## src/rtl/spi_wr_arbiter.sv

```systemverilog
// Round-robin arbiter sharing one write port between a buffered SPI write
// stream and a req/gnt host requester.
module spi_wr_arbiter #(
    parameter int ADDR_W     = 24,
    parameter int DATA_W     = 32,
    parameter int FIFO_DEPTH = 4
) (
    input  logic                          clk,
    input  logic                          rst_n,
    input  logic                          spi_wr_en,
    input  logic [ADDR_W-1:0]             spi_wr_address,
    input  logic [DATA_W-1:0]             spi_wr_data,
    input  logic                          host_req,
    input  logic [ADDR_W-1:0]             host_addr,
    input  logic [DATA_W-1:0]             host_data,
    output logic                          host_gnt,
    output logic                          mem_we,
    output logic [ADDR_W-1:0]             mem_addr,
    output logic [DATA_W-1:0]             mem_wdata,
    input  logic                          mem_ready,
    input  logic                          clr_overflow,
    output logic                          spi_overflow,
    output logic [$clog2(FIFO_DEPTH):0]   fifo_level
);

    localparam int PW = $clog2(FIFO_DEPTH);
    localparam int LW = PW + 1;

    typedef enum logic [1:0] {
        IDLE,
        SPI_XFER,
        HOST_XFER
    } state_t;

    state_t state, state_n;

    logic [ADDR_W-1:0] fifo_addr [FIFO_DEPTH];
    logic [DATA_W-1:0] fifo_data [FIFO_DEPTH];
    logic [PW-1:0]     wr_ptr;
    logic [PW-1:0]     rd_ptr;

    logic              full;
    logic              push;
    logic              pop;
    logic              drop;
    logic              spi_pend;
    logic              host_pend;
    logic              last_host;
    logic              last_host_n;
    logic              we_n;
    logic              gnt_n;
    logic [ADDR_W-1:0] addr_n;
    logic [DATA_W-1:0] data_n;

    assign full      = fifo_level == LW'(FIFO_DEPTH);
    assign push      = spi_wr_en && (!full || pop);
    assign drop      = spi_wr_en && full && !pop;
    assign spi_pend  = fifo_level != '0;
    assign host_pend = host_req && !host_gnt;

    // Storage needs no reset: only entries below fifo_level are ever read.
    always_ff @(posedge clk) begin
        if (push) begin
            fifo_addr[wr_ptr] <= spi_wr_address;
            fifo_data[wr_ptr] <= spi_wr_data;
        end
    end

    always_ff @(posedge clk or negedge rst_n) begin
        if (!rst_n) begin
            wr_ptr       <= '0;
            rd_ptr       <= '0;
            fifo_level   <= '0;
            spi_overflow <= 1'b0;
        end else begin
            if (push) wr_ptr <= wr_ptr + 1'b1;
            if (pop)  rd_ptr <= rd_ptr + 1'b1;
            if (push && !pop)      fifo_level <= fifo_level + 1'b1;
            else if (pop && !push) fifo_level <= fifo_level - 1'b1;
            if (drop)              spi_overflow <= 1'b1;
            else if (clr_overflow) spi_overflow <= 1'b0;
        end
    end

    always_ff @(posedge clk or negedge rst_n) begin
        if (!rst_n) begin
            state     <= IDLE;
            mem_we    <= 1'b0;
            mem_addr  <= '0;
            mem_wdata <= '0;
            host_gnt  <= 1'b0;
            last_host <= 1'b1;
        end else begin
            state     <= state_n;
            mem_we    <= we_n;
            mem_addr  <= addr_n;
            mem_wdata <= data_n;
            host_gnt  <= gnt_n;
            last_host <= last_host_n;
        end
    end

    always_comb begin
        state_n     = state;
        we_n        = mem_we;
        addr_n      = mem_addr;
        data_n      = mem_wdata;
        gnt_n       = 1'b0;
        last_host_n = last_host;
        pop         = 1'b0;
        unique case (state)
            IDLE: begin
                // On a tie the source not served last time wins.
                if (spi_pend && (!host_pend || last_host)) begin
                    state_n = SPI_XFER;
                    we_n    = 1'b1;
                    addr_n  = fifo_addr[rd_ptr];
                    data_n  = fifo_data[rd_ptr];
                end else if (host_pend) begin
                    state_n = HOST_XFER;
                    we_n    = 1'b1;
                    addr_n  = host_addr;
                    data_n  = host_data;
                end
            end
            SPI_XFER: begin
                if (mem_ready) begin
                    state_n     = IDLE;
                    we_n        = 1'b0;
                    last_host_n = 1'b0;
                    pop         = 1'b1;
                end
            end
            HOST_XFER: begin
                if (mem_ready) begin
                    state_n     = IDLE;
                    we_n        = 1'b0;
                    last_host_n = 1'b1;
                    gnt_n       = 1'b1;
                end
            end
            default: state_n = IDLE;
        endcase
    end

endmodule

```

## config.mk

```make
export PLATFORM = sky130hd
export DESIGN_NAME = spi_wr_arbiter
export DESIGN_NICKNAME = d
export VERILOG_FILES = /design/src/rtl/spi_wr_arbiter.sv
export SDC_FILE = /design/constraint.sdc
export NUM_CORES = 1
export LEC_CHECK = 0
export ABC_CLOCK_PERIOD_IN_PS = 8000
export CORE_MARGIN = 2
export CORE_UTILIZATION = 55
export DETAILED_ROUTE_END_ITERATION = 7
export GPL_ROUTABILITY_DRIVEN = 0
export PLACE_DENSITY = 0.87
export SLEW_MARGIN = 20
export SYNTH_ARGS = -nofsm -noshare
export SYNTH_HDL_FRONTEND = slang
export SYNTH_SLANG_ARGS = --single-unit
```

## constraint.sdc

```tcl
create_clock -name clk -period 8 [get_ports clk]
set_input_delay 1.2 -clock clk [delete_from_list [all_inputs] [get_ports clk]]
set_output_delay 1.2 -clock clk [all_outputs]
set_load 0.05 [all_outputs]
```

==> out/metrics.yaml <==
grt_max_degree: 71
p_int_mw: 3.814
ys_async_sr_fraction_pct: 23.55
peakVddDrop_v: 0.0002917
worstPathRequired_ns: 8.15
max_freq_ghz: 0.2889
antenna_found_initial: 0
gr-total-overflow: 0
slew_viol_final: 0
drive_gt1_share_pct: 14.93
avgSynthCellArea_um2: 17.07
clk_pin_slew_ns: 0.06
switchingPower_mw: 2.252
hold_end: "mem_we"
min_period_ns: 3.461
ys_types: 35
pre_cts_slack_ns: 4.077
routed_wl_um: 24730
critPathMaxFanout: 46
cp-end-kind: "flop"
r2r_slack_ns: 5.07
pwr-share-clk_pct: 22.8
sw_frac_of_total_pct: 37.12
dp_hpwl_um: 14690
cts_made_buffers: 29
grtUsageTotal_pct: 23.19
synth_seq_area_share_pct: 74.35
crit_type: "input pin to flop"
hold_viol_final: 0
ys.flop_type: "edfxtp_1"
instances_no_fill: 1142
synth_nets: 794
hold_depth: 1
place_area_um2: 13380
reg2reg_to: "fifo_addr[1][19]"
holdBufCountCts: 0
die-area_um2: 21840
synth.top_cells.by_count: "edfxtp_1 (224), nand2_1 (114), dfrtp_1 (68)"
dp_cells: 1087
num_rows: 52
grt_pass1_vias: 6792
synth_top_area_share_pct: 59.15
p_leak_nw: 5.089
die_w_um: 147.8
cts_resized: 0
post-synth-top-count-cell: "edfxtp_1"
cts_setup_buffers: 0
synth.top_cells.by_area: "edfxtp_1 (59%), dfrtp_1 (15%), mux4_2 (11%)"
drc: 0
grt_first_pass_wirelength_um: 38810
hold_path_class: "flop to flop"
io_buffers: 179
via_count: 6456
layout_setup_ws_ns: 4.539
ff2ff_path_depth: 6
comb_power_share_pct: 39.6
yosysWarnings: 0
slew_headroom_pct: 38.33
rsz0062_at_grt: "false"
min_from: "mem_we"
finalInstanceArea_um2: 14390
period_share_pct: 43.27
reg2reg_from: "state[1]"
boundaryPins: 180
status: "completed"
htree_levels: 1
final_nets: 977
ant_nets: 0
synth.cell_area_um2: 11370
core_area_um2: 20230
synth_top_cell_by_area: "edfxtp_1"
clk_latency_ns: 0.53
die_y_um: 147.8
maxCapViolations: 0
viasPerCell: 5.653
clock_tree.buffer_depth: 3
syn2layout_area_growth_pct: 26.58
worstSetupStartpointType: "input pin"
drt-initial-drc-count: 422
synth_edf_count: 224
p_per_area_nw_per_um2: 421.4
setup_violations: 0
setup-tns-final_ns: 0
tightest_slew_ns: 0.9250
start_util_pct: 56.20
skew_ns: 0.01752
fin_util_pct: 71.14
cts_root_buffer: "clkbuf_16"
nFillCells: 1219
synthCells: 666
cts_sinks: 293
avgRoutedWirePerCell_um: 21.65
tritoncts: "built"
drtPass1Iterations: 5
power_frac_seq_pct: 37.6
synth_seq_cells: 293
cp.arrival_ns: 3.61
-- cell families (layout without fill, tap and decap cells) --
kind of cell / Yosys count / count (layout) / synth area share (%)
fa+ha+maj: 10 / 10 / 1.166
other cells: 0 / 1 / 0
mux: 57 / 57 / 11.19
compound gates: 70 / 70 / 4.049
flops: 293 / 293 / 74.35
simple gates: 183 / 183 / 6.360
xor+xnor: 6 / 6 / 0.4621
buf+inv: 47 / 252 / 2.421
-- power by group through the flow --
stage / sequential [mW] / combinational [mW] / clock (mW)
global placement: 2.28 / 2.32 / 0
global route: 2.32 / 2.57 / 1.46
floorplan: 2.80 / 1.18 / 0
finish: 2.28 / 2.40 / 1.38
CTS: 2.29 / 2.41 / 1.40
detailed placement: 2.30 / 2.38 / 0
-- worst max-delay path, cell delays in order --
cell             delay [ns]
clkdlybuf4s50_1        0.54
nand2_1                0.16
a31oi_1                0.60
and2_2                 0.47
buf_4                  0.62
-- registers in the layout, summed over array words and instances, names as in the netlist --
signal	cells
fifo_addr	96
fifo_data	128
fifo_level	3
host_gnt	1
last_host	1
mem_addr	24
mem_wdata	32
mem_we	1
rd_ptr	2
spi_overflow	1
state	2
wr_ptr	2
-- per-stage QoR --
step                      hold WS (ns)  power [mW]
after CTS                       0.4808       6.096
after global placement          0.4642       4.599
after detailed placement        0.4660       4.681
final                           0.4773       6.066
after floorplan                 0.5011       3.974
after global routing            0.4971       6.349
-- worst max-delay path by stage --
| stage | to | startpoint | slack [ns] | cells after the start |
|---|---|---|---|---|
| 3_5_place_dp | mem_wdata[18] | host_req | 4.08 | 6 |
| 6_report | fifo_addr[1][19] | mem_ready | 4.54 | 5 |
| 5_1_grt | fifo_addr[3][21] | mem_ready | 4.37 | 5 |
| 2_1_floorplan | fifo_addr[0][0] | mem_ready | 4.44 | 3 |
| 3_3_place_gp | fifo_addr[1][21] | mem_ready | 4.14 | 5 |
| 4_1_cts | mem_wdata[18] | host_req | 4.55 | 6 |
-- per-layer routing --
layer | share of wire (%) | global-route usage [%] | wire length, um
met1 | 38 | 30.06 | 9392
met2 | 54 | 41.19 | 13240
met3 | 5.7 | 3.519 | 1407
met4 | 2.8 | 6.635 | 686
met5 | 0 | 0 | 0
-- cell usage in the layout, fill, tap and decap left out, drive strengths merged, types with 4 or more instances in the layout --
cell type / n
edfxtp: 224
clkdlybuf4s50: 178
nand2: 114
dfrtp: 68
a31oi: 59
nor2: 58
mux4: 56
clkbuf: 30
clkinv: 14
buf: 11
inv: 10
ha: 9
and2: 6
xnor2: 5
bufinv: 5
clkinvlp: 4
-- layout make-up --
cell class                 instances  area [um2]  area share [%]
sequential                       293        8459           58.77
inverter                          10       37.54          0.2608
multi-input combinational        326        2691           18.70
antenna                            1       2.502         0.01739
clock buffer                      30       729.5           5.068
timing repair buffer             189        1884           13.09
tap                              270       337.8           2.347
clock inverter                    23       251.5           1.747
(Power assumes the default switching activity.)
